===== src/rtl/load_store_unit.sv =====
// Load/store initiator for the banked data memory: latches one request, drives the memory
// port, aligns and extends load data, and returns a one-cycle registered response.
module load_store_unit (
   input  logic        clk,
   input  logic        rst,
   input  logic        req_valid,
   output logic        req_ready,
   input  logic        req_load,
   input  logic        req_store,
   input  logic [2:0]  req_funct3,
   input  logic [31:0] req_addr,
   input  logic [31:0] req_wdata,
   output logic        resp_valid,
   output logic [31:0] resp_rdata,
   output logic        resp_error,
   output logic [31:0] mem_address,
   output logic [31:0] mem_write_data,
   output logic        mem_write_enable,
   output logic [3:0]  mem_write_mask,
   output logic        mem_read_enable,
   input  logic [31:0] mem_read_data,
   input  logic        mem_read_valid
);

   typedef enum logic [1:0] {StIdle, StStore, StLoad, StRespErr} state_e;

   state_e      state_q, state_d;
   logic [31:0] addr_q;
   logic [31:0] wdata_q;
   logic [3:0]  mask_q;
   logic [2:0]  funct3_q;
   logic        resp_valid_q;
   logic        resp_error_q;
   logic [31:0] resp_rdata_q;

   logic        accept;
   logic        illegal;
   logic [31:0] wdata_trunc;
   logic [3:0]  mask_prep;
   logic [5:0]  wshift;
   logic [31:0] wdata_rot;
   logic [5:0]  rshift;
   logic [31:0] rdata_rot;
   logic [31:0] rdata_ext;

   assign accept  = req_valid && req_ready;
   assign illegal = (req_load == req_store) ||
                    (req_funct3 == 3'd3) || (req_funct3 == 3'd6) || (req_funct3 == 3'd7) ||
                    (req_store && req_funct3[2]);

   // Store data is truncated to the access size, then rotated into bank-lane order.
   always_comb begin
      wdata_trunc = 32'h0;
      mask_prep   = 4'b0000;
      case (req_funct3)
         3'd0: begin wdata_trunc = {24'h0, req_wdata[7:0]};  mask_prep = 4'b0001; end
         3'd1: begin wdata_trunc = {16'h0, req_wdata[15:0]}; mask_prep = 4'b0011; end
         3'd2: begin wdata_trunc = req_wdata;                mask_prep = 4'b1111; end
         default: begin wdata_trunc = 32'h0;                 mask_prep = 4'b0000; end
      endcase
   end

   assign wshift    = {1'b0, req_addr[1:0], 3'b000};
   assign wdata_rot = (wdata_trunc << wshift) | (wdata_trunc >> (6'd32 - wshift));

   assign rshift    = {1'b0, addr_q[1:0], 3'b000};
   assign rdata_rot = (mem_read_data >> rshift) | (mem_read_data << (6'd32 - rshift));

   always_comb begin
      rdata_ext = rdata_rot;
      case (funct3_q)
         3'd0:    rdata_ext = {{24{rdata_rot[7]}}, rdata_rot[7:0]};
         3'd1:    rdata_ext = {{16{rdata_rot[15]}}, rdata_rot[15:0]};
         3'd4:    rdata_ext = {24'h0, rdata_rot[7:0]};
         3'd5:    rdata_ext = {16'h0, rdata_rot[15:0]};
         default: rdata_ext = rdata_rot;
      endcase
   end

   // State register
   always_ff @(posedge clk or posedge rst) begin
      if (rst) begin
         state_q <= StIdle;
      end else begin
         state_q <= state_d;
      end
   end

   // Next-state logic
   always_comb begin
      state_d = state_q;
      unique case (state_q)
         StIdle: begin
            if (accept) begin
               if (illegal)        state_d = StRespErr;
               else if (req_store) state_d = StStore;
               else                state_d = StLoad;
            end
         end
         StStore:   state_d = StIdle;
         StLoad:    if (mem_read_valid) state_d = StIdle;
         StRespErr: state_d = StIdle;
         default:   state_d = StIdle;
      endcase
   end

   // Outputs
   always_comb begin
      req_ready        = (state_q == StIdle) && !rst;
      mem_write_enable = (state_q == StStore);
      mem_read_enable  = (state_q == StLoad);
   end

   always_ff @(posedge clk or posedge rst) begin
      if (rst) begin
         addr_q   <= 32'h0;
         wdata_q  <= 32'h0;
         mask_q   <= 4'h0;
         funct3_q <= 3'h0;
      end else if (accept) begin
         addr_q   <= req_addr;
         wdata_q  <= wdata_rot;
         mask_q   <= mask_prep;
         funct3_q <= req_funct3;
      end
   end

   // Errors respond straight from the accept edge; RESP_ERR is the cycle carrying that pulse.
   always_ff @(posedge clk or posedge rst) begin
      if (rst) begin
         resp_valid_q <= 1'b0;
         resp_error_q <= 1'b0;
         resp_rdata_q <= 32'h0;
      end else if (accept && illegal) begin
         resp_valid_q <= 1'b1;
         resp_error_q <= 1'b1;
         resp_rdata_q <= 32'h0;
      end else if (state_q == StStore) begin
         resp_valid_q <= 1'b1;
         resp_error_q <= 1'b0;
         resp_rdata_q <= 32'h0;
      end else if (state_q == StLoad && mem_read_valid) begin
         resp_valid_q <= 1'b1;
         resp_error_q <= 1'b0;
         resp_rdata_q <= rdata_ext;
      end else begin
         resp_valid_q <= 1'b0;
         resp_error_q <= 1'b0;
      end
   end

   assign resp_valid     = resp_valid_q;
   assign resp_error     = resp_error_q;
   assign resp_rdata     = resp_rdata_q;
   assign mem_address    = addr_q;
   assign mem_write_data = wdata_q;
   assign mem_write_mask = mask_q;

endmodule


===== config.mk =====
export PLATFORM = sky130hd
export DESIGN_NAME = load_store_unit
export DESIGN_NICKNAME = d
export VERILOG_FILES = /design/src/rtl/load_store_unit.sv
export SDC_FILE = /design/constraint.sdc
export NUM_CORES = 1
export LEC_CHECK = 0
export CAP_MARGIN = 20
export CORE_MARGIN = 1.5
export CORE_UTILIZATION = 50
export CTS_CLUSTER_DIAMETER = 100
export DETAILED_ROUTE_END_ITERATION = 7
export PLACE_DENSITY = 0.85
export SYNTH_ARGS = -nofsm -noshare
export SYNTH_HDL_FRONTEND = slang
export SYNTH_SLANG_ARGS = --single-unit

===== constraint.sdc =====
create_clock -name clk -period 6.5 [get_ports clk]
set_input_delay 0.975 -clock clk [delete_from_list [all_inputs] [get_ports clk]]
set_output_delay 0.975 -clock clk [all_outputs]
set_load 0.01 [all_outputs]

==> impl_metrics.yaml, run 1 <==
synthesis:
  async_flop_share_pct: 100
  synth-seq-cells: 106
  yosysSeqAreaShare_pct: 42.4
  ys_dominant_reg_cell: "dfrtp_1"
  syn-mean-instance-area_um2: 8.78
  synth_enable_flop_cells: 0
  synth_fp_nets: 820
  netlist_area_um2: 6250
  ys_types: 50
  yosys_warnings: 0
  syn_inst: 712
global_routing:
  grt_use_met3_pct: 8.12
  met1_usage_pct: 42.8
  busiest_layer: "met2"
  grt_pass1_vias: 6192
  grt_first_pass_wirelength_um: 33700
  grt_overflow_total: 0
  grt_use_met2_pct: 54.2
  grt_max_degree: 96
  antenna_found_initial: 0
  grt_use_total_pct: 33.4
route:
  dr.first_iter.drc_count: 750
  post_drt_wl_per_cell_um: 21.1
  final_antenna_net_count: 0
  drc: 0
  via_per_inst: 6.26
  vias: 6583
  wirelength_um: 22200
  drtPass1Iterations: 8
worst_setup_path:
  end_kind: "flop"
  r2r-start: "mem_address[0]"
  r2r_end: "resp_rdata[16]"
  criticalPathCategory: "in -> reg"
  regToRegSetupSlack_ns: 2.64
  worst-r2r-cell-count: 8
  start_kind: "input port"
  cp_data_required_time_ns: 6.77
  crit_fanout: 27
  arrival_ns: 4.55
clock_network:
  cts_tree: "built"
  cts_setup_buffers: 0
  clock_sinks: 106
  cts_buffers: 9
  ctsRootBufferMaster: "clkbuf_16"
  path_clk_slew_ns: 0.07
  cts_resized: 0
  cts_hold_buf: 0
  clk_latency_ns: 0.36
  clk_path_buf_depth: 2
  htreeDepth: 3
pwr:
  p_leak_nw: 3.62
  p_total_mw: 2.48
  p_per_area_nw_per_um2: 288
  vdd_drop_max_mv: 0.242
die:
  io_pins: 210
  die_area_um2: 13200
  die_x_um: 115
  die_h_um: 115
  coreArea_um2: 12100
  num_rows: 40
  initial_utilization_pct: 51.6
min_path:
  hp-start: "mem_address[7]"
  min_to: "mem_address[7]"
  worstHoldPathType: "reg -> reg"
  holdPathStages: 2
layout:
  diodes: 0
  final_cell_mix: "clkdlybuf4s50_1 (208), nand2_1 (177), dfrtp_1 (106)"
  finalNetCount: 988
  layout.cells.non_filler: 1051
  final_common_cell: "clkdlybuf4s50_1"
  synthToLayoutAreaGrowth_pct: 38.1
  final_layout_size_suffix_gt1_share_pct: 7.02
timing:
  fin_skew_ns: 0.00725
  fmaxAchievable_ghz: 0.234
  slew_headroom_pct: 28.8
  hold_viol: 0
  finalSetupTns_ns: 0
  finalCritPeriodShare_pct: 65.8
  tightest_slew_ns: 1.07
  finalCriticalPeriod_ns: 4.28
  setup_viol: 0
  slew_violations: 0
  grt_setup_unrepaired: "false"
placement:
  place_congestion: 0.949
  hpwl_um: 15900
  placed_cells: 1034
  port-buffer-count: 209
flow_run:
  drv_cap: 0
outcome:
  status: "finished, final reports clean"
layout make-up:
class,count,area (um^2)
flip-flops and latches,106,2650
clock inverters,4,36.3
fillers,956,3480
repair buffers,217,2150
multi-input cells,537,3320
clock buffers,10,229
well taps,168,210
inverters,9,36.3
sequential cells by signal, summed over array words and instances (netlist names):
register        flops
funct3_q            3
mem_address        32
mem_write_data     32
mem_write_mask      3
resp_error          1
resp_rdata         32
resp_valid          1
state_q             2
cells in the mapped netlist, types with 5 or more instances:
master	number	area [um^2]
dfrtp_1	106	2650
a22oi_1	16	120
o21ai_1	6	30.0
buf_1	8	30.0
a32oi_1	16	140
o2111ai_1	8	70.1
a221oi_1	15	131
mux2_2	28	315
o21ai_0	60	300
a22o_1	29	254
mux2i_1	26	260
nor3_1	5	25.0
buf_2	10	50.1
inv_1	8	30.0
nor2b_1	5	31.3
a32o_1	8	80.1
a211oi_1	9	67.6
o221ai_1	7	61.3
and3_1	9	56.3
a21oi_1	33	165
clkbuf_1	38	143
o21bai_1	8	60.1
nand2_1	178	668
nor2_1	33	124
cells by family (layout without fill, tap and decap cells):
kind of cell	after synthesis	after routing	share of synthesized area, %
compound gates	232	232	26.2
xor+xnor	2	2	0.280
fa+ha+maj	3	3	0.601
buf+inv	69	240	4.70
flops	106	106	42.4
mux	55	55	9.39
simple gates	245	245	16.4
per-stage QoR:
step / utilization [%] / cell area [um^2] / hold slack [ns] / setup WS [ns]
6_report: 71.3 / 8630 / 0.480 / 2.22
5_1_grt: 71.3 / 8630 / 0.500 / 2.09
4_1_cts: 71.1 / 8610 / 0.482 / 2.38
3_5_place_dp: 68.9 / 8350 / 0.464 / 2.04
3_3_place_gp: 68.7 / 8330 / 0.457 / 1.90
2_1_floorplan: - / 6250 / 0.466 / 2.74
how the worst max path moves through the flow:
| stage | start | end | slack [ns] | cells past startpoint |
|---|---|---|---|---|
| finish | req_addr[1] | mem_write_data[13] | 2.22 | 9 |
| global route | req_addr[1] | mem_write_data[13] | 2.09 | 9 |
| CTS | req_addr[1] | mem_write_data[12] | 2.38 | 9 |
| detailed placement | req_addr[1] | mem_write_data[13] | 2.04 | 9 |
| global placement | req_addr[1] | mem_write_data[12] | 1.90 | 8 |
| floorplan | rst | funct3_q[0] | 2.74 | 1 |
critical path: stages:
cell             delay, ns
clkdlybuf4s50_1       0.84
inv_1                 0.38
ha_1                  0.90
nor4bb_1              0.73
buf_2                 0.27
nand2_1               0.06
o21ai_0               0.08
a32oi_1               0.09
o21ai_0               0.21
per-layer routing:
metal / share of wire [%] / up-vias
met4: 4.2 / 0
met2: 47 / 461
met1: 38 / 3116
li1: - / 2930
met3: 11 / 76
met5: 0 / -
power by group:
| group | internal (mW) | switching (mW) | total, mW |
|---|---|---|---|
| clock network | 0.262 | 0.261 | 0.523 |
| logic | 0.513 | 0.533 | 1.05 |
| registers | 0.801 | 0.112 | 0.913 |
No activity file was read; power rests on OpenSTA's default activity.
==> inputs of run 2 (changes only) <==
- CORE_UTILIZATION: 50 -> 42
- PLACE_DENSITY: 0.85 -> 0.76
- clock period: 6.5 -> 3.7 ns (I/O delays scaled with it)
==> impl_metrics.yaml, run 2 (synthesized netlist as in run 1, its figures left out) <==
layout:
  final_common_cell: "clkdlybuf4s50_1"
  seq_area_um2: 2650
  final_cell_mix: "clkdlybuf4s50_1 (208), nand2_1 (177), dfrtp_1 (106)"
  finalNetCount: 996
  final_util_pct: 60.3
  synthToLayoutAreaGrowth_pct: 40.2
  multi_input_area_um2: 3310
  diodes: 0
  num-fill-cells: 1318
  final_layout_size_suffix_gt1_share_pct: 7.95
timing:
  holdWs_ns: 0.473
  hold_viol: 0
  finalCriticalPeriod_ns: 2.65
  finalCritPeriodShare_pct: 71.5
  setup_viol: 0
  finalSetupTns_ns: 0
  fmaxAchievable_ghz: 0.378
  slew_headroom_pct: 33.8
  fin_skew_ns: 0.00524
  slew_violations: 0
  grt_setup_unrepaired: "false"
  tightest_slew_ns: 0.985
worst_setup_path:
  criticalPathCategory: "in -> reg"
  cpPeakStageDelay_ns: 0.74
  critPathBufInv: 3
  path_delay_family: "buffers and inverters"
  crit_fanout: 13
  cpMaxStageDelayCell: "nor4_2"
  arrival_ns: 2.91
  start_kind: "input port"
  end_kind: "flop"
  cp_data_required_time_ns: 3.97
  path_cells: "clkdlybuf4s50_1, buf_4, inv_1, ha_1, nor4_2, a221oi_1, o21ai_0"
pwr:
  internal-power_mw: 2.86
  comb_power_share_pct: 41.3
  pwr-share-clk_pct: 23.1
  p_per_area_nw_per_um2: 504
  sw_frac_of_total_pct: 35.1
  vdd_drop_max_mv: 0.277
  p_leak_nw: 3.69
  p_sw_mw: 1.55
  p_total_mw: 4.42
  seqPwrFrac_pct: 35.6
clock_network:
  path_clk_slew_ns: 0.08
  clk_path_buf_depth: 2
  clock_sinks: 106
  cts_buffers: 9
  cts_tree: "built"
  cts_setup_buffers: 0
  cts_hold_buf: 0
  cts_resized: 0
  ctsRootBufferMaster: "clkbuf_16"
  clk_latency_ns: 0.35
  htreeDepth: 3
route:
  wirelength_um: 20300
  drc: 0
  final_antenna_net_count: 0
  post_drt_wl_per_cell_um: 18.8
  dr.first_iter.drc_count: 555
  vias: 6347
  via_per_inst: 5.89
  drtPass1Iterations: 6
global_routing:
  grt_max_degree: 96
  grt_pass1_vias: 5984
  grt_first_pass_wirelength_um: 31800
  grt_use_total_pct: 25.4
  antenna_found_initial: 0
  grt_overflow_total: 0
die:
  die_x_um: 125
  initial_utilization_pct: 43.0
  coreArea_um2: 14500
  die_h_um: 125
  num_rows: 44
  die_area_um2: 15600
  io_pins: 210
placement:
  hpwl_um: 14700
  place_congestion: 0.940
  port-buffer-count: 209
outcome:
  status: "finished, final reports clean"
min_path:
  worstHoldPathType: "reg -> reg"
flow_run:
  drv_cap: 0
run 2: final timing paths:
kind	startpoint	end	slack (ns)	depth (start not counted)
max	req_addr[1]	mem_write_data[23]	1.05	7
min	mem_address[9]	mem_address[9]	0.47	2
max reg2reg	mem_address[0]	resp_rdata[26]	1.06	8
min reg2reg	mem_address[9]	mem_address[9]	0.47	2
max in group asynchronous	rst	resp_rdata[18]	2.30	3
min in group asynchronous	rst	mem_address[24]	0.65	2
run 2: worst register-to-register path: stages, from the launching register on:
cell	delay [ns]
dfrtp_1	0.38
inv_1	0.31
ha_1	0.31
buf_4	0.21
nor2_1	0.13
a222oi_1	0.12
or3b_1	0.43
a31oi_4	0.48
a22o_1	0.22
run 2: per-layer routing:
layer  vias to the layer above  part of all wire, %  track usage [%]
met5                         -                    0                0
met4                         0                  2.9             10.7
met3                        45                  8.9             6.16
met2                       338                   46             39.9
met1                      3006                   42             33.8
li1                       2958                    -                -
run 2: power groups by stage:
stage	logic, mW	registers, mW	clock network, mW
floorplan	0.845	1.67	0
finish	1.83	1.57	1.02
CTS	1.82	1.57	1.04
global route	1.97	1.60	1.09
detailed placement	1.82	1.59	0
global placement	1.80	1.59	0
run 2: cell type report:
type,instances,share of cell area [%]
clock inverter,6,0.942
clock buffer,10,2.61
tap,184,2.63
multi-input combinational,537,37.8
inverter,9,0.414
sequential,106,30.3
timing repair buffer,225,25.3
run 2: per-stage QoR:
step	cell area, um^2	instances	setup WS [ns]
after floorplan	6250	712	0.356
after global placement	8440	1060	0.786
after detailed placement	8440	1060	0.765
after CTS	8760	1076	1.10
after global routing	8760	1077	0.895
final	8760	1077	1.05
